<file path="config.mk">
export PLATFORM = sky130hd
export DESIGN_NAME = cell_painter_flat
export DESIGN_NICKNAME = d
export VERILOG_FILES = /design/src/rtl/cell_painter_if.sv /design/src/rtl/cell_painter.sv /design/src/flat_wrapper.sv
export SDC_FILE = /design/constraint.sdc
export NUM_CORES = 1
export LEC_CHECK = 0
export ABC_AREA = 1
export ABC_CLOCK_PERIOD_IN_PS = 3100
export BUFFER_PORTS_ARGS = -buffer_cell sky130_fd_sc_hd__buf_2
export CORE_UTILIZATION = 35
export DETAILED_ROUTE_END_ITERATION = 8
export PLACE_DENSITY = 0.55
export SYNTH_ARGS = -nofsm -noshare
export SYNTH_HDL_FRONTEND = slang
export SYNTH_SLANG_ARGS = --single-unit
</file>
<file path="constraint.sdc">
create_clock -name clk -period 3.1 [get_ports clk]
set_input_delay 0.93 -clock clk [delete_from_list [all_inputs] [get_ports clk]]
set_output_delay 0.93 -clock clk [all_outputs]
set_load 0.01 [all_outputs]
</file>
<file path="src/rtl/cell_painter_if.sv">
// rtl/cell_painter_if.sv - request and LCD bus signals between scanner, painter and panel
interface cell_painter_if;
    logic       en_update;
    logic [3:0] x;
    logic [3:0] y;
    logic [2:0] obj_code;
    logic       cmd_done;
    logic       busy;
    logic       lcd_cs_n;
    logic       lcd_dc;
    logic       lcd_wr_n;
    logic [7:0] lcd_data;

    modport master (
        output en_update, x, y, obj_code,
        input  cmd_done, busy, lcd_cs_n, lcd_dc, lcd_wr_n, lcd_data
    );

    modport slave (
        input  en_update, x, y, obj_code,
        output cmd_done, busy, lcd_cs_n, lcd_dc, lcd_wr_n, lcd_data
    );
endinterface

</file>
<file path="src/rtl/cell_painter.sv">
// rtl/cell_painter.sv - paints one grid cell as a filled RGB565 tile over an 8080 bus
module cell_painter #(
    parameter int          CELL_PX    = 20,
    parameter logic [15:0] COL_EMPTY  = 16'h0000,
    parameter logic [15:0] COL_HEAD   = 16'h07E0,
    parameter logic [15:0] COL_BODY   = 16'h03E0,
    parameter logic [15:0] COL_APPLE  = 16'hF800,
    parameter logic [15:0] COL_BORDER = 16'hFFFF,
    parameter logic [15:0] COL_OTHER  = 16'hF81F
) (
    input  logic          clk,
    input  logic          nrst,
    cell_painter_if.slave bus
);
    typedef enum logic [2:0] {
        IDLE, CMD_CA, ARG_CA, CMD_PA, ARG_PA, CMD_WR, PIX, DONE
    } state_t;

    localparam logic [7:0] OP_CASET = 8'h2A;
    localparam logic [7:0] OP_PASET = 8'h2B;
    localparam logic [7:0] OP_RAMWR = 8'h2C;
    localparam logic [3:0] ROW_MAX  = 4'd11;
    localparam logic [8:0] PIX_LAST = 9'(CELL_PX * CELL_PX - 1);

    state_t      state;
    logic [3:0]  cell_x;
    logic [3:0]  cell_y;
    logic [2:0]  cell_obj;
    logic        armed;
    logic        phase;     // 0: strobe low, 1: strobe high (byte latched by panel)
    logic        half;      // 0: colour high byte, 1: colour low byte
    logic [1:0]  idx;       // argument byte index within CASET/PASET
    logic [8:0]  pix;

    logic [8:0]  x0, x1, y0, y1;
    logic [15:0] colour;

    // Window corners and tile colour derived from the latched cell
    always_comb begin
        x0 = 9'(cell_x) * 9'(CELL_PX);
        x1 = x0 + 9'(CELL_PX - 1);
        y0 = 9'(cell_y) * 9'(CELL_PX);
        y1 = y0 + 9'(CELL_PX - 1);
        case (cell_obj)
            3'b000:  colour = COL_EMPTY;
            3'b001:  colour = COL_HEAD;
            3'b010:  colour = COL_BODY;
            3'b011:  colour = COL_APPLE;
            3'b100:  colour = COL_BORDER;
            default: colour = COL_OTHER;
        endcase
    end

    // 16-bit start/end pair sent MSB first; coordinates fit in 9 bits
    function automatic logic [7:0] arg_byte(input logic [8:0] a, input logic [8:0] b,
                                            input logic [1:0] i);
        case (i)
            2'd0:    arg_byte = {7'b0, a[8]};
            2'd1:    arg_byte = a[7:0];
            2'd2:    arg_byte = {7'b0, b[8]};
            default: arg_byte = b[7:0];
        endcase
    endfunction

    // Transaction sequencer; every bus output is registered here
    always_ff @(posedge clk or negedge nrst) begin
        if (!nrst) begin
            state        <= IDLE;
            armed        <= 1'b1;
            cell_x       <= '0;
            cell_y       <= '0;
            cell_obj     <= '0;
            phase        <= 1'b0;
            half         <= 1'b0;
            idx          <= '0;
            pix          <= '0;
            bus.cmd_done <= 1'b0;
            bus.busy     <= 1'b0;
            bus.lcd_cs_n <= 1'b1;
            bus.lcd_wr_n <= 1'b1;
            bus.lcd_dc   <= 1'b0;
            bus.lcd_data <= '0;
        end else begin
            // A request held across completion must drop before it can re-arm
            if (bus.cmd_done)
                armed <= 1'b0;
            else if (!bus.en_update)
                armed <= 1'b1;

            case (state)
                IDLE: begin
                    bus.cmd_done <= 1'b0;
                    if (bus.en_update && armed) begin
                        cell_x   <= bus.x;
                        cell_y   <= bus.y;
                        cell_obj <= bus.obj_code;
                        bus.busy <= 1'b1;
                        if (bus.y > ROW_MAX) begin
                            state <= DONE;
                        end else begin
                            state        <= CMD_CA;
                            phase        <= 1'b0;
                            bus.lcd_cs_n <= 1'b0;
                            bus.lcd_wr_n <= 1'b0;
                            bus.lcd_dc   <= 1'b0;
                            bus.lcd_data <= OP_CASET;
                        end
                    end
                end

                DONE: begin
                    // Rejected cells arrive here with cmd_done still low
                    if (bus.cmd_done) begin
                        state        <= IDLE;
                        bus.cmd_done <= 1'b0;
                        bus.busy     <= 1'b0;
                    end else begin
                        bus.cmd_done <= 1'b1;
                    end
                end

                default: begin
                    if (!phase) begin
                        phase        <= 1'b1;
                        bus.lcd_wr_n <= 1'b1;
                    end else begin
                        phase        <= 1'b0;
                        bus.lcd_wr_n <= 1'b0;
                        case (state)
                            CMD_CA: begin
                                state        <= ARG_CA;
                                idx          <= 2'd0;
                                bus.lcd_dc   <= 1'b1;
                                bus.lcd_data <= arg_byte(x0, x1, 2'd0);
                            end
                            ARG_CA: begin
                                if (idx == 2'd3) begin
                                    state        <= CMD_PA;
                                    bus.lcd_dc   <= 1'b0;
                                    bus.lcd_data <= OP_PASET;
                                end else begin
                                    idx          <= idx + 2'd1;
                                    bus.lcd_data <= arg_byte(x0, x1, idx + 2'd1);
                                end
                            end
                            CMD_PA: begin
                                state        <= ARG_PA;
                                idx          <= 2'd0;
                                bus.lcd_dc   <= 1'b1;
                                bus.lcd_data <= arg_byte(y0, y1, 2'd0);
                            end
                            ARG_PA: begin
                                if (idx == 2'd3) begin
                                    state        <= CMD_WR;
                                    bus.lcd_dc   <= 1'b0;
                                    bus.lcd_data <= OP_RAMWR;
                                end else begin
                                    idx          <= idx + 2'd1;
                                    bus.lcd_data <= arg_byte(y0, y1, idx + 2'd1);
                                end
                            end
                            CMD_WR: begin
                                state        <= PIX;
                                pix          <= '0;
                                half         <= 1'b0;
                                bus.lcd_dc   <= 1'b1;
                                bus.lcd_data <= colour[15:8];
                            end
                            PIX: begin
                                if (!half) begin
                                    half         <= 1'b1;
                                    bus.lcd_data <= colour[7:0];
                                end else if (pix == PIX_LAST) begin
                                    state        <= DONE;
                                    bus.cmd_done <= 1'b1;
                                    bus.lcd_cs_n <= 1'b1;
                                    bus.lcd_wr_n <= 1'b1;
                                    bus.lcd_dc   <= 1'b0;
                                    bus.lcd_data <= '0;
                                end else begin
                                    pix          <= pix + 9'd1;
                                    half         <= 1'b0;
                                    bus.lcd_data <= colour[15:8];
                                end
                            end
                            default: begin
                                state        <= IDLE;
                                bus.lcd_cs_n <= 1'b1;
                                bus.lcd_wr_n <= 1'b1;
                            end
                        endcase
                    end
                end
            endcase
        end
    end
endmodule

</file>
<file path="src/flat_wrapper.sv">
// flat-port wrapper written by rule: the top's interface ports become plain ports
module cell_painter_flat 
#(
    parameter int          CELL_PX    = 20,
    parameter logic [15:0] COL_EMPTY  = 16'h0000,
    parameter logic [15:0] COL_HEAD   = 16'h07E0,
    parameter logic [15:0] COL_BODY   = 16'h03E0,
    parameter logic [15:0] COL_APPLE  = 16'hF800,
    parameter logic [15:0] COL_BORDER = 16'hFFFF,
    parameter logic [15:0] COL_OTHER  = 16'hF81F
)
  (clk, nrst, bus_en_update, bus_x, bus_y, bus_obj_code, bus_cmd_done, bus_busy, bus_lcd_cs_n, bus_lcd_dc, bus_lcd_wr_n, bus_lcd_data);
  cell_painter_if bus_i ();
  input  logic clk;
  input  logic nrst;
  input wire logic [$bits(bus_i.en_update)-1:0] bus_en_update;
  input wire logic [$bits(bus_i.x)-1:0] bus_x;
  input wire logic [$bits(bus_i.y)-1:0] bus_y;
  input wire logic [$bits(bus_i.obj_code)-1:0] bus_obj_code;
  output wire logic [$bits(bus_i.cmd_done)-1:0] bus_cmd_done;
  output wire logic [$bits(bus_i.busy)-1:0] bus_busy;
  output wire logic [$bits(bus_i.lcd_cs_n)-1:0] bus_lcd_cs_n;
  output wire logic [$bits(bus_i.lcd_dc)-1:0] bus_lcd_dc;
  output wire logic [$bits(bus_i.lcd_wr_n)-1:0] bus_lcd_wr_n;
  output wire logic [$bits(bus_i.lcd_data)-1:0] bus_lcd_data;
  assign bus_i.en_update = bus_en_update;
  assign bus_i.x = bus_x;
  assign bus_i.y = bus_y;
  assign bus_i.obj_code = bus_obj_code;
  assign bus_cmd_done = bus_i.cmd_done;
  assign bus_busy = bus_i.busy;
  assign bus_lcd_cs_n = bus_i.lcd_cs_n;
  assign bus_lcd_dc = bus_i.lcd_dc;
  assign bus_lcd_wr_n = bus_i.lcd_wr_n;
  assign bus_lcd_data = bus_i.lcd_data;
  cell_painter #(.CELL_PX(CELL_PX), .COL_EMPTY(COL_EMPTY), .COL_HEAD(COL_HEAD), .COL_BODY(COL_BODY), .COL_APPLE(COL_APPLE), .COL_BORDER(COL_BORDER), .COL_OTHER(COL_OTHER)) u_core (.clk(clk), .nrst(nrst), .bus(bus_i));
endmodule
</file>
### Word-level counts from Yosys, hierarchy flattened

Index checks and enable logic that the tools add are counted.

| word-level totals | value |
|---|---|
| output and inout port bits | 13 |
| register bits after elaboration | 41 |
| bits of input ports | 14 |
| word-level logic and storage cells | 142 |

| cells by class | value |
|---|---|
| reductions and logical operators | 30 |
| bitwise gates (word level) | 2 |
| muxes and demuxes | 58 |
| $mul | 2 |
| eq/ne operators | 30 |
| add/sub/neg operators | 4 |
| order comparisons | 1 |

Operators by type and width:

| cell | number |
|---|---|
| $pmux 16 s5 | 1 |
| $mux 8 | 7 |
| $pmux 8 s3 | 2 |
| $pmux 8 s6 | 1 |
| $mux 3 | 8 |
| $mux 1 | 21 |
| $add 9x5->9 const B | 2 |
| $mux 9 | 2 |
| $pmux 1 s2 | 9 |
| $pmux 3 s6 | 1 |
| $pmux 9 s2 | 1 |
| $pmux 8 s2 | 1 |
| $eq 3x3->1 const B | 5 |
| $mul 4x3->7 const B | 2 |
| $reduce_and 7->1 | 2 |
| $eq 3x2->1 const B | 4 |
| $reduce_bool 3->1 | 4 |
| $ne 2x1->1 const B | 5 |
| $reduce_and 5->1 | 2 |
| $add 9x1->9 const B | 1 |
| $eq 9x9->1 const B | 1 |
| $reduce_and 3->1 | 3 |
| $ne 4x1->1 const B | 2 |
| $ne 4x3->1 const B | 2 |
| 25 further kinds | 38 |

### Logic depth before layout (Yosys ltp)

Gate-level depths: netlist (run 1).

| logic depth | value |
|---|---|
| depth in word-level cells | 7 |
| mapped depth | 16 |
| mapped depth without buffers | 16 |

### Worst setup path before layout (run 1)

Ideal clock, no wire load.

| timing | value |
|---|---|
| path type | register to register |
| start point | reg u_core.cell_y[3] |
| end point | reg u_core.bus.lcd_data[0] |
| clock period less this slack | 2.149 ns |
| library setup time | 0.116 ns |
| path buffers | 0 |
| arrival time | 2.033 ns |
| stages on the path, launching flop included | 17 |
| required time | 2.984 ns |
| path slack | 0.951 ns |
| cells stage by stage | dfrtp_1 -> ha_1 -> ha_1 -> fa_1 -> nand2_1 -> inv_1 -> nand3_1 -> nand2_1 -> nand2_1 -> nand2_1 -> nand2_1 -> nand2_1 -> nand2_1 -> nand2_1 -> nand2_1 -> nand2_1 -> nand2_1 |

| between the ends | value |
|---|---|
| word-level cells in the longest chain between the ends | 7 |

Ends and longest elaborated chain:

| element | line | RTL |
|---|---|---|
| start, declared | cell_painter.sv:27 | `logic [3:0] cell_y;` |
| start signal, assigned | cell_painter.sv:95 | `cell_y <= bus.y;` |
| $mul 4x3->7 (*) | cell_painter.sv:42 | `y0 = 9'(cell_y) * 9'(CELL_PX);` |
| $add 9x5->9 | cell_painter.sv:43 | `y1 = y0 + 9'(CELL_PX - 1);` |
| $pmux 8 s3 | cell_painter.sv:57 | `case (i)` |
| $mux 8 | cell_painter.sv:153 | `if (idx == 2'd3) begin` |
| $pmux 8 s6 (*) | cell_painter.sv:129 | `case (state)` |
| $mux 8 (*) | cell_painter.sv:123 | `if (!phase) begin` |
| $pmux 8 s2 (*) | cell_painter.sv:90 | `case (state)` |
| end signal, assigned | cell_painter.sv:134 | `bus.lcd_data <= arg_byte(x0, x1, 2'd0);` |
| end signal, assigned | cell_painter.sv:150 | `bus.lcd_data <= arg_byte(y0, y1, 2'd0);` |
| end signal, assigned | cell_painter.sv:159 | `bus.lcd_data <= arg_byte(y0, y1, idx + 2'd1);` |
| end, declared | cell_painter_if.sv:21 | `output cmd_done, busy, lcd_cs_n, lcd_dc, lcd_wr_n, lcd_data` |

Mark *: on every way between the ends. The rest lies on a longest branch, timed or not. The select of a mux whose other input is x is not followed.
A chain may end at the register's enable or synchronous reset.

### Worst setup path after layout (run 1)

Ends and elaborated chain as after synthesis.

==> metrics.csv, run 1 <==
stage,metric,value,unit
outcome,run_status,completed,
routing,firstDrtPassIters,6,
setup_path,path_delay_family,adder cells,
cts,cts_tree,built,
cts,postCtsSetupBuffers,0,
yosys,yosysSeqAreaShare,0.360,
place,place_inst,506,
cts,h-tree-depth,2,
timing,tns,0,ps
cts,cts_root_buf,clkbuf_8,
place,placed_area,3100,um2
cts,clkSinkCount,41,
setup_path,rr_worst_depth,16,
yosys,yosysWarnings,0,
timing,rsz0062_at_grt,no,
setup_path,path_class,reg -> reg,
timing,worst-slew-pin-transition,536,ps
yosys,ys_ff_latch,41,
floorplanning,die_y,92.4,um
yosys,syn_nets,412,
setup_path,slowest_stage,fa_1,
global_route,overflow,0,
final_layout,nFillCells,815,
global_route,antenna_found_initial,0,
setup_path,timing.reg2reg.setup_slack,790,ps
floorplanning,start_util,0.366,
routing,first_iter_violations,168,
final_layout,utilization,0.409,
place,dp_hpwl,5130,um
cts,clk_transition_reported_paths,80,ps
setup_path,critical_path_peak_fanout,6,
cts,worstSkewPairLatency,290,ps
hold_path,holdPathEnd,u_core.armed$_DFFE_PN1P_,
pwr,powerDensity,287,nW/um2
setup_path,critPathCaptureType,flop,
floorplanning,core,7810,um2
cts,hold_buffers,0,
setup_path,path_cells,ha_1 -> ha_1 -> fa_1 -> nand2_1 -> inv_1 -> nand3_1 -> nand2_1 -> nand2_1 -> nand2_1 -> nand2_1 -> nand2_1 -> nand2_1 -> nand2_1 -> nand2_1 -> nand2_1 -> nand2_1,
global_route,track_usage,0.175,
yosys,synth_edf_count,0,
setup_path,cp-start-kind,flop,
routing,vias_per_cell,4.79,
floorplanning,floorplan.rows,32,
global_route,grt_max_degree,42,
timing,relSlewSlack,0.643,
place,post-place-ws,800,ps
setup_path,r2r_end,u_core.bus.lcd_data[0]$_DFFE_PN0P_,
cts,clockBufferDepth,2,
global_route,grt_pass1_wl,11900,um
final_layout,diodes,0,
final_layout,drive_above_1_share,0.180,
floorplanning,die_area,8540,um2
routing,wl_per_cell,13.0,um
final_layout,syn_to_final_growth,11.6,%
setup_path,slowest_delay,550,ps
timing,maxSlewViolCount,0,
setup_path,critPathMostFrequentCell,nand2_1,
setup_path,crit_start,u_core.cell_y[3]$_DFFE_PN0P_,
floorplanning,die_x,92.4,um
place,portBuffers,26,
yosys,syn_area_per_cell,7.53,um2
setup_path,crit_arrival,2500,ps
final_layout,nets,443,
timing,finalSetupViolations,0,
cts,cts_made_buffers,5,
yosys,synth_cell_types,40,
timing,skew,10.3,ps
routing,final_antenna_net_count,0,
timing,fin_crit_sh,0.745,
final_layout,fin_cells,514,
yosys,synth_area,2860,um2
yosys,ys.flop_type,dfrtp_1,
hold_path,hold_path_class,reg -> reg,
setup_path,crit_buf_inv,1,
setup_path,required,3290,ps
timing,setup_ws,789,ps
timing,max_freq,433,MHz
timing,period_needed,2310,ps
final_layout,final_area,3190,um2
final_layout,multi_input_area,1600,um2
hold_path,whs_path_depth,1,
pwr,p_leak,1.66,nW
floorplanning,num_io_pins,27,
pwr,vdd_ir_drop_max,0.000147,V
yosys,async_flop_share,1.00,
routing,drc,0,
job,maxCapViolations,0,
place,gp_congestion,0.888,
cts,post_cts_resized,0,
routing,drt_wl_total,6670,um
yosys,synthCells,380,
routing,dr_total_vias,2464,
setup_path,regToRegStartpoint,u_core.cell_y[3]$_DFFE_PN0P_,
global_route,grt_pass1_vias,2486,
timing,hold_viol,0,
hold_path,hold_start,u_core.bus.cmd_done$_DFFE_PN0P_,
final_layout,seqCellArea,1030,um2
-- report_power, final --
group	internal, mW	switching, mW
Sequential	0.535	0
Combinational	0.00703	0.0142
Clock	0.182	0.179
-- registers in the layout, summed over array words and instances, names as in the netlist --
register,cells
u_core.phase,1
u_core.bus.busy,1
u_core.half,1
u_core.bus.lcd_dc,1
u_core.bus.lcd_cs_n,1
u_core.cell_y,4
u_core.idx,2
u_core.armed,1
u_core.bus.cmd_done,1
u_core.pix,9
u_core.bus.lcd_data,8
u_core.bus.lcd_wr_n,1
u_core.cell_obj,3
u_core.cell_x,4
u_core.state,3
-- cells by family after synthesis --
logic type / share of synthesized area
muxes: 0.0262
and+or+nand+nor: 0.320
xor gates and xnor gates: 0.0153
buffers and inverters: 0.0801
adders and majority gates: 0.0840
DFF: 0.360
AOI/OAI and AO/OA: 0.114
-- layout make-up --
class / instances / share of cell area
Multi-Input combinational cell: 282 / 0.502
Sequential cell: 41 / 0.322
Timing Repair Buffer: 27 / 0.0431
Inverter: 54 / 0.0647
Clock buffer: 8 / 0.0282
Tap cell: 102 / 0.0400
-- per-stage QoR --
| stage | hold slack (ps) | total power [mW] |
|---|---|---|
| after floorplan | 441 | 0.547 |
| after global placement | 423 | 0.567 |
| after detailed placement | 442 | 0.567 |
| after CTS | 453 | 0.934 |
| after global routing | 492 | 0.953 |
| final | 446 | 0.916 |
-- how the worst max path moves through the flow --
stage | endpoint | slack, ps | depth (start not counted)
floorplan | u_core.bus.lcd_data[0]$_DFFE_PN0P_ | 950 | 16
global placement | u_core.bus.lcd_data[0]$_DFFE_PN0P_ | 810 | 14
detailed placement | u_core.bus.lcd_data[0]$_DFFE_PN0P_ | 800 | 14
CTS | u_core.bus.lcd_data[0]$_DFFE_PN0P_ | 780 | 14
global route | u_core.bus.lcd_data[0]$_DFFE_PN0P_ | 510 | 16
finish | u_core.bus.lcd_data[0]$_DFFE_PN0P_ | 790 | 16
-- layer usage --
| metal | up-vias | routed length [um] | GRT usage |
|---|---|---|---|
| li1 | 1286 | - | - |
| met1 | 1095 | 3580 | 0.257 |
| met2 | 69 | 2690 | 0.260 |
| met3 | 14 | 282 | 0.0296 |
| met4 | 0 | 116 | 0.0586 |
| met5 | - | 0 | 0 |
-- worst reg2reg max path: stages, from the launching register on --
cell	delay, ps
dfrtp_1	430
ha_1	290
ha_1	220
fa_1	550
nand2_1	70
inv_1	50
nand3_1	90
nand2_1	60
nand2_1	40
nand2_1	60
nand2_1	40
nand2_1	60
nand2_1	50
nand2_1	50
nand2_1	50
nand2_1	50
nand2_1	50
-- synthesized netlist by cell type (6+ instances only) --
cell type / count / area (um2)
nor2_1: 33 / 124
inv_1: 46 / 173
nand2_1: 106 / 398
a21oi_1: 19 / 95.1
dfrtp_1: 38 / 951
inv_2: 6 / 22.5
o21ai_1: 8 / 40.0
ha_1: 16 / 200
o21ai_0: 15 / 75.1
nand3_1: 26 / 130
nand4_1: 6 / 37.5
-- placed cells by master, fill, tap and decap left out, types with 2 or more instances in the layout --
master / n
a21oi_1: 19
and2_1: 2
buf_2: 26
clkbuf_1: 2
clkbuf_8: 6
dfrtp_1: 38
dfstp_2: 3
fa_1: 2
ha_1: 16
inv_1: 46
inv_2: 6
mux2_4: 5
nand2_1: 106
nand2_2: 5
nand2_4: 4
nand3_1: 26
nand3b_1: 2
nand4_1: 6
nor2_1: 33
nor2_2: 4
nor2_4: 3
nor3_1: 3
o21ai_0: 15
o21ai_1: 8
o21ai_2: 2
o31ai_1: 3
o31ai_2: 3
xor2_1: 5
(Power assumes the default switching activity.)
==> inputs of run 2 (changes only) <==
--- a/config.mk
+++ b/config.mk
@@ -6,11 +6,11 @@
 export NUM_CORES = 1
 export LEC_CHECK = 0
 export ABC_AREA = 1
-export ABC_CLOCK_PERIOD_IN_PS = 3100
+export ABC_CLOCK_PERIOD_IN_PS = 2000
 export BUFFER_PORTS_ARGS = -buffer_cell sky130_fd_sc_hd__buf_2
 export CORE_UTILIZATION = 35
 export DETAILED_ROUTE_END_ITERATION = 8
-export PLACE_DENSITY = 0.55
+export PLACE_DENSITY = 0.57
 export SYNTH_ARGS = -nofsm -noshare
 export SYNTH_HDL_FRONTEND = slang
 export SYNTH_SLANG_ARGS = --single-unit
==> constraint.sdc (replaced) <==
create_clock -name clk -period 2 [get_ports clk]
set_input_delay 0.6 -clock clk [delete_from_list [all_inputs] [get_ports clk]]
set_output_delay 0.6 -clock clk [all_outputs]
set_load 0.01 [all_outputs]
==> run 2 against run 1 <==
The flow now finishes with violations (setup timing). Combinational power grew 71%. Non-clock buffer count grew 25. Final cell count grew 4.9%. Critical path type unchanged. Utilization grew 4.2 points. Cell area grew 10%. Critical endpoint unchanged. Die area is the same.
==> metrics.csv, run 2 (synthesis gave the netlist of run 1 again) <==
stage,metric,value,unit,change
setup_path,slowest_stage,fa_2,,was fa_1
timing,rsz0062_at_grt,yes,,was no
pwr,power_frac_comb,0.023,,about the same
cts,clk_transition_reported_paths,80,ps,about the same
floorplanning,floorplan.rows,32,,unchanged
timing,max_freq,463,MHz,was 433 MHz
setup_path,critical_path_peak_fanout,3,,was 6
global_route,grt_max_degree,25,,was 42
global_route,grt_pass1_wl,12000,um,was 11900 um
final_layout,fin_cells,539,,was 514
setup_path,critPathMostFrequentCell,nand2_1,,unchanged
timing,relSlewSlack,0.696,,was 0.643
setup_path,path_class,reg -> reg,,unchanged
floorplanning,start_util,0.366,,unchanged
global_route,track_usage,0.176,,was 0.175
setup_path,path_cells,ha_4 -> ha_4 -> fa_2 -> nand2_1 -> inv_2 -> nand3_1 -> nand2_1 -> nand3_1 -> nand2_1 -> nand2_1 -> nand2_1 -> nand2_1 -> nand2_1 -> nand2_1 -> nand2_1,,was ha_1 -> ha_1 -> fa_1 -> nand2_1 -> inv_1 -> nand3_1 -> nand2_1 -> nand2_1 -> nand2_1 -> nand2_1 -> nand2_1 -> nand2_1 -> nand2_1 -> nand2_1 -> nand2_1 -> nand2_1
routing,vias_per_cell,4.79,,about the same
routing,dr_total_vias,2581,,was 2464
outcome,violations,setup timing,,
floorplanning,die_y,92.4,um,unchanged
setup_path,required,2230,ps,was 3290 ps
routing,met1_length,3550,um,was 3580 um
job,maxCapViolations,0,,unchanged
final_layout,diodes,0,,unchanged
place,portBuffers,26,,unchanged
cts,cts_made_buffers,5,,unchanged
place,gp_congestion,0.867,,was 0.888
outcome,run_status,finished with violations,,was completed
final_layout,largest_reg_flops,9,,unchanged
timing,hold_viol,0,,unchanged
cts,cts_tree,built,,unchanged
final_layout,nets,468,,was 443
final_layout,syn_to_final_growth,23.1,%,was 11.6%
cts,clockBufferDepth,2,,unchanged
timing,finalSetupViolations,3,,was 0
final_layout,layout_commonest_cell,nand2_1,,unchanged
cts,worstSkewPairLatency,290,ps,about the same
final_layout,top_regs,"u_core.pix: 9 flops, u_core.bus.lcd_data: 8 flops",,unchanged
floorplanning,num_io_pins,27,,unchanged
pwr,vdd_ir_drop_max,0.000294,V,was 0.000147 V
pwr,power.share.switching,0.197,,was 0.211
timing,fin_crit_sh,1.08,,was 0.745
routing,first_iter_violations,126,,was 168
hold_path,hold_path_class,in -> async,,was reg -> reg
pwr,p_seq_frac,0.532,,was 0.583
final_layout,drive_above_1_share,0.265,,was 0.180
global_route,antenna_found_initial,0,,unchanged
pwr,p_switching,0.307,mW,was 0.193 mW
timing,skew,7.12,ps,was 10.3 ps
routing,top_layer,met4,,unchanged
routing,final_antenna_net_count,0,,unchanged
final_layout,nFillCells,793,,was 815
global_route,grt_pass1_vias,2519,,was 2486
timing,maxSlewViolCount,0,,unchanged
setup_path,timing.reg2reg.setup_slack,-160,ps,was 790 ps
pwr,powerDensity,442,nW/um2,was 287 nW/um2
floorplanning,die_area,8540,um2,unchanged
place,place_inst,526,,was 506
floorplanning,die_x,92.4,um,unchanged
timing,setup_ws,-159,ps,was 789 ps
final_layout,regMostFlops,u_core.pix,,unchanged
global_route,overflow,0,,unchanged
timing,worst-slew-pin-transition,455,ps,was 536 ps
routing,met2_length,2880,um,was 2690 um
setup_path,cp-start-kind,flop,,unchanged
pwr,p_leak,1.82,nW,was 1.66 nW
cts,h-tree-depth,2,,unchanged
pwr,p_clk_frac,0.444,,was 0.393
cts,clkSinkCount,41,,unchanged
routing,dr_wl_met3,280,um,was 282 um
routing,firstDrtPassIters,4,,was 6
setup_path,crit_arrival,2390,ps,was 2500 ps
cts,cts_root_buf,clkbuf_8,,unchanged
setup_path,slowest_delay,540,ps,was 550 ps
routing,drt_wl_total,6780,um,was 6670 um
routing,wl_per_cell,12.6,um,was 13.0 um
timing,whs,248,ps,was 446 ps
routing,drc,0,,unchanged
setup_path,critPathCaptureType,flop,,unchanged
timing,period_needed,2160,ps,was 2310 ps
floorplanning,core,7810,um2,unchanged
place,dp_hpwl,5330,um,was 5130 um
pwr,p_int,1.25,mW,was 0.723 mW
final_layout,layout_common_cells,"nand2_1 (105), inv_1 (45), dfrtp_1 (38)",,"was nand2_1 (106), inv_1 (46), dfrtp_1 (38)"
run 2: cell types whose count changed in the layout (fill, tap and decap cells not counted), moves of 2 or more:
cell,before,now
ha_1,16,12
o21ai_0,15,11
nor2_1,33,31
nand3_2,0,3
buf_6,0,2
fa_2,0,2
ha_4,0,4
nand3_1,26,23
nor2_2,4,6
buf_4,1,23
o21ai_1,8,11
fa_1,2,0
run 2: final timing paths:
path                                                 endpoint                       startpoint  cells past startpoint
setup / recovery           u_core.bus.lcd_data[0]$_DFFE_PN0P_     u_core.cell_x[1]$_DFFE_PN0P_                     15
hold / removal                      u_core.pix[5]$_DFFE_PN0P_                             nrst                      1
setup reg to reg           u_core.bus.lcd_data[0]$_DFFE_PN0P_     u_core.cell_x[1]$_DFFE_PN0P_                     15
hold reg to reg                      u_core.armed$_DFFE_PN1P_  u_core.bus.cmd_done$_DFFE_PN0P_                      1
max in group asynchronous     u_core.bus.lcd_cs_n$_DFFE_PN1P_                             nrst                      2
min in group clk                     u_core.armed$_DFFE_PN1P_  u_core.bus.cmd_done$_DFFE_PN0P_                      1
run 2: power groups by stage:
stage | Sequential [mW] | Clock, mW | Combinational (mW)
after floorplan | 0.845 | 0 | 0.00244
after global routing | 0.829 | 0.749 | 0.0427
final | 0.828 | 0.691 | 0.0365
after CTS | 0.828 | 0.722 | 0.0387
after global placement | 0.845 | 0 | 0.0389
after detailed placement | 0.845 | 0 | 0.0385
run 2: per-layer routing:
layer / GRT usage / up-vias
met3: 0.0361 / 4
li1: - / 1337
met1: 0.262 / 1192
met4: 0.0417 / 0
met5: 0 / -
met2: 0.260 / 48
run 2: what timing repair did:
action,in CTS,in global routing
resized for setup,10,12
hold buffers,0,0
pin swaps,9,12
endpoints found under the setup margin,3,6
buffers inserted,2,3
run 2: cell type report:
class,instances,area (um2),share of cell area
clock buffer,7,86.3,0.0245
timing repair buffer,52,345,0.0980
multi-input combinational,282,1700,0.482
sequential,41,1030,0.292
inverter,54,206,0.0586
tap,102,128,0.0362
clock inverter,1,30.0,0.00853
run 2: per-stage QoR:
step	instance area (um2)	power, mW	utilization	TNS (ps)	setup WS [ps]
finish	3520	1.56	0.451	-464	-159
global route	3520	1.62	0.451	-796	-306
detailed placement	3270	0.883	0.419	-489	-246
floorplan	2870	0.847	-	-160	-122
global placement	3270	0.884	0.419	-396	-184
CTS	3460	1.59	0.444	-421	-190
run 2: critical path: cells and delay by family, from the launching register on:
| family | cells | cell delay, ps |
|---|---|---|
| adder cells (fa/ha/maj) | 3 | 960 |
| AND/OR/NAND/NOR | 11 | 670 |
| flip-flops | 1 | 420 |
| buffers and inverters | 1 | 60 |
==> inputs of run 3 (changes only) <==
--- a/config.mk
+++ b/config.mk
@@ -6,11 +6,11 @@
 export NUM_CORES = 1
 export LEC_CHECK = 0
 export ABC_AREA = 1
-export ABC_CLOCK_PERIOD_IN_PS = 2000
-export BUFFER_PORTS_ARGS = -buffer_cell sky130_fd_sc_hd__buf_2
+export ABC_CLOCK_PERIOD_IN_PS = 2400
 export CORE_UTILIZATION = 35
 export DETAILED_ROUTE_END_ITERATION = 8
-export PLACE_DENSITY = 0.57
+export DONT_BUFFER_PORTS = 1
+export PLACE_DENSITY = 0.52
 export SYNTH_ARGS = -nofsm -noshare
 export SYNTH_HDL_FRONTEND = slang
 export SYNTH_SLANG_ARGS = --single-unit
==> constraint.sdc (replaced) <==
create_clock -name clk -period 2.4 [get_ports clk]
set_input_delay 0.72 -clock clk [delete_from_list [all_inputs] [get_ports clk]]
set_output_delay 0.72 -clock clk [all_outputs]
set_load 0.01 [all_outputs]
==> run 3 against run 2 <==
The run now ends clean. Non-clock buffer count decreased by 48. Utilization fell by 5.4 points. Final cell count down 8.9%. Sequential share of layout area rose by 4.0 points. Flip-flop and latch count did not move. Critical path depth fell by 1. Sequential power is 17% lower. Worst setup slack better by 320 ps. Fmax down 3.8%. Critical path type unchanged. Critical endpoint unchanged.
==> metrics.csv, run 3 (synthesis gave the netlist of run 1 again) <==
stage,metric,value,unit,change
routing,final_antenna_net_count,0,,unchanged
place,gp_congestion,0.865,,was 0.867
timing,tns,0,ps,was -464 ps
setup_path,path_cells,ha_1 -> ha_2 -> fa_1 -> nand2_2 -> inv_1 -> nand4_1 -> nand3_1 -> nand2_1 -> nand2_1 -> nand2_1 -> nand2_1 -> nand2_1 -> nand2_1 -> nand2_1,,was ha_4 -> ha_4 -> fa_2 -> nand2_1 -> inv_2 -> nand3_1 -> nand2_1 -> nand3_1 -> nand2_1 -> nand2_1 -> nand2_1 -> nand2_1 -> nand2_1 -> nand2_1 -> nand2_1
setup_path,timing.reg2reg.setup_slack,160,ps,was -160 ps
timing,skew,10.7,ps,was 7.12 ps
floorplanning,core,7810,um2,unchanged
timing,setup_ws,156,ps,was -159 ps
hold_path,hold_path_class,in -> async,,unchanged
routing,drc,0,,unchanged
timing,rsz0062_at_grt,yes,,unchanged
cts,cts_root_buf,clkbuf_8,,unchanged
routing,dr_total_vias,2437,,was 2581
cts,cts_made_buffers,5,,unchanged
timing,whs,115,ps,was 248 ps
cts,cts_tree,built,,unchanged
routing,wl_per_cell,13.8,um,was 12.6 um
place,place_inst,481,,was 526
setup_path,crit_arrival,2440,ps,was 2390 ps
final_layout,layout_common_cells,"nand2_1 (105), inv_1 (46), dfrtp_1 (38)",,"was nand2_1 (105), inv_1 (45), dfrtp_1 (38)"
setup_path,path_delay_family,adder cells,,unchanged
place,post-place-ws,124,ps,was -246 ps
setup_path,slowest_delay,580,ps,was 540 ps
global_route,antenna_found_initial,0,,unchanged
floorplanning,start_util,0.366,,unchanged
setup_path,cp-start-kind,flop,,unchanged
routing,firstDrtPassIters,4,,unchanged
global_route,overflow,0,,unchanged
global_route,grt_pass1_wl,11700,um,was 12000 um
place,portBuffers,0,,was 26
final_layout,fin_cells,491,,was 539
floorplanning,floorplan.rows,32,,unchanged
final_layout,regMostFlops,u_core.pix,,unchanged
setup_path,rr_worst_depth,14,,was 15
final_layout,syn_to_final_growth,8.36,%,was 23.1%
setup_path,critPathCaptureType,flop,,unchanged
floorplanning,die_area,8540,um2,unchanged
final_layout,top_regs,"u_core.pix: 9 flops, u_core.bus.lcd_data: 8 flops",,unchanged
global_route,grt_max_degree,42,,was 25
cts,clockBufferDepth,2,,unchanged
cts,clkSinkCount,41,,unchanged
pwr,vdd_ir_drop_max,0.000181,V,was 0.000294 V
setup_path,critPathMostFrequentCell,nand2_1,,unchanged
routing,drt_wl_total,6760,um,was 6780 um
outcome,run_status,completed,,was finished with violations
floorplanning,die_y,92.4,um,unchanged
timing,maxSlewViolCount,0,,unchanged
final_layout,utilization,0.397,,was 0.451
final_layout,drive_above_1_share,0.144,,was 0.265
floorplanning,die_x,92.4,um,unchanged
cts,h-tree-depth,2,,unchanged
pwr,powerDensity,380,nW/um2,was 442 nW/um2
cts,clk_transition_reported_paths,90,ps,was 80 ps
routing,vias_per_cell,4.96,,was 4.79
place,dp_hpwl,5200,um,was 5330 um
setup_path,required,2600,ps,was 2230 ps
global_route,grt_pass1_vias,2336,,was 2519
setup_path,critical_path_peak_fanout,3,,unchanged
final_layout,nets,420,,was 468
timing,period_needed,2240,ps,was 2160 ps
setup_path,r2r_end,u_core.bus.lcd_data[0]$_DFFE_PN0P_,,unchanged
timing,hold_viol,0,,unchanged
timing,relSlewSlack,0.718,,was 0.696
final_layout,diodes,0,,unchanged
timing,finalSetupViolations,0,,was 3
final_layout,largest_reg_flops,9,,unchanged
timing,fin_crit_sh,0.935,,was 1.08
setup_path,slowest_stage,fa_1,,was fa_2
floorplanning,num_io_pins,27,,unchanged
timing,max_freq,446,MHz,was 463 MHz
cts,worstSkewPairLatency,300,ps,was 290 ps
setup_path,path_class,reg -> reg,,unchanged
job,maxCapViolations,0,,unchanged
global_route,track_usage,0.173,,was 0.176
routing,first_iter_violations,118,,was 126
setup_path,regToRegStartpoint,u_core.cell_x[3]$_DFFE_PN0P_,,was u_core.cell_x[1]$_DFFE_PN0P_
final_layout,layout_commonest_cell,nand2_1,,unchanged
timing,worst-slew-pin-transition,418,ps,was 455 ps
final_layout,nFillCells,847,,was 793
setup_path,crit_buf_inv,1,,unchanged
pwr,p_leak,1.56,nW,was 1.82 nW
[run 3: cell count changes in the layout (fill, tap and decap cells not counted), sizes merged]
| cell | change |
|---|---|
| bufinv | -1 |
| clkinvlp | +1 |
| buf | -48 |
[run 3: cell type report]
type | count | area [um2] | area share
clock buffer | 7 | 86.3 | 0.0279
multi-input combinational | 282 | 1610 | 0.520
sequential | 41 | 1030 | 0.332
clock inverter | 1 | 7.51 | 0.00242
inverter | 54 | 206 | 0.0666
timing repair buffer | 4 | 30.0 | 0.00969
tap | 102 | 128 | 0.0412
[run 3: power by group]
part	switching, mW	leakage [nW]	internal, mW
Clock	0.250	0.0445	0.234
Sequential	0	0.475	0.690
Combinational	0.00191	1.04	0.000767
Total	0.251	1.56	0.925
[run 3: how the worst max path moves through the flow]
stage / startpoint / endpoint / slack, ps / cells after the start
after detailed placement: u_core.cell_x[1]$_DFFE_PN0P_ / u_core.bus.lcd_data[0]$_DFFE_PN0P_ / 120 / 14
final: u_core.cell_x[3]$_DFFE_PN0P_ / u_core.bus.lcd_data[0]$_DFFE_PN0P_ / 160 / 14
after CTS: u_core.cell_x[1]$_DFFE_PN0P_ / u_core.bus.lcd_data[0]$_DFFE_PN0P_ / 130 / 14
after floorplan: u_core.cell_y[3]$_DFFE_PN0P_ / u_core.bus.lcd_data[0]$_DFFE_PN0P_ / 250 / 16
after global routing: u_core.cell_y[1]$_DFFE_PN0P_ / u_core.bus.lcd_data[0]$_DFFE_PN0P_ / -10 / 16
after global placement: u_core.cell_x[1]$_DFFE_PN0P_ / u_core.bus.lcd_data[0]$_DFFE_PN0P_ / 150 / 14
[run 3: layer usage]
| metal | vias to the layer above | routed length [um] | track usage |
|---|---|---|---|
| li1 | 1240 | - | - |
| met3 | 7 | 450 | 0.0452 |
| met5 | - | 0 | 0 |
| met2 | 52 | 2760 | 0.251 |
| met1 | 1138 | 3470 | 0.253 |
| met4 | 0 | 76 | 0.0469 |
[run 3: worst reg2reg max path, stage by stage (launching register included)]
cell and delay (ps):
dfrtp_1 400, ha_1 300, ha_2 190, fa_1 580, nand2_2 70, inv_1 70, nand4_1 80, nand3_1 90
nand2_1 70, nand2_1 70, nand2_1 50, nand2_1 50, nand2_1 40, nand2_1 50, nand2_1 40
[run 3: timing repair]
action / CTS / global route
setup endpoints to repair: 0 / 2
hold buffers: 0 / 0
setup buffers: 0 / 2
hold endpoints to repair: 0 / 0
gates resized for setup: 0 / 5
[run 3: per-stage QoR]
step                cell area [um2]  power, mW
CTS                            3070       1.20
finish                         3100       1.18
global route                   3100       1.22
floorplan                      2860      0.706
global placement               2980      0.707
detailed placement             2980      0.707
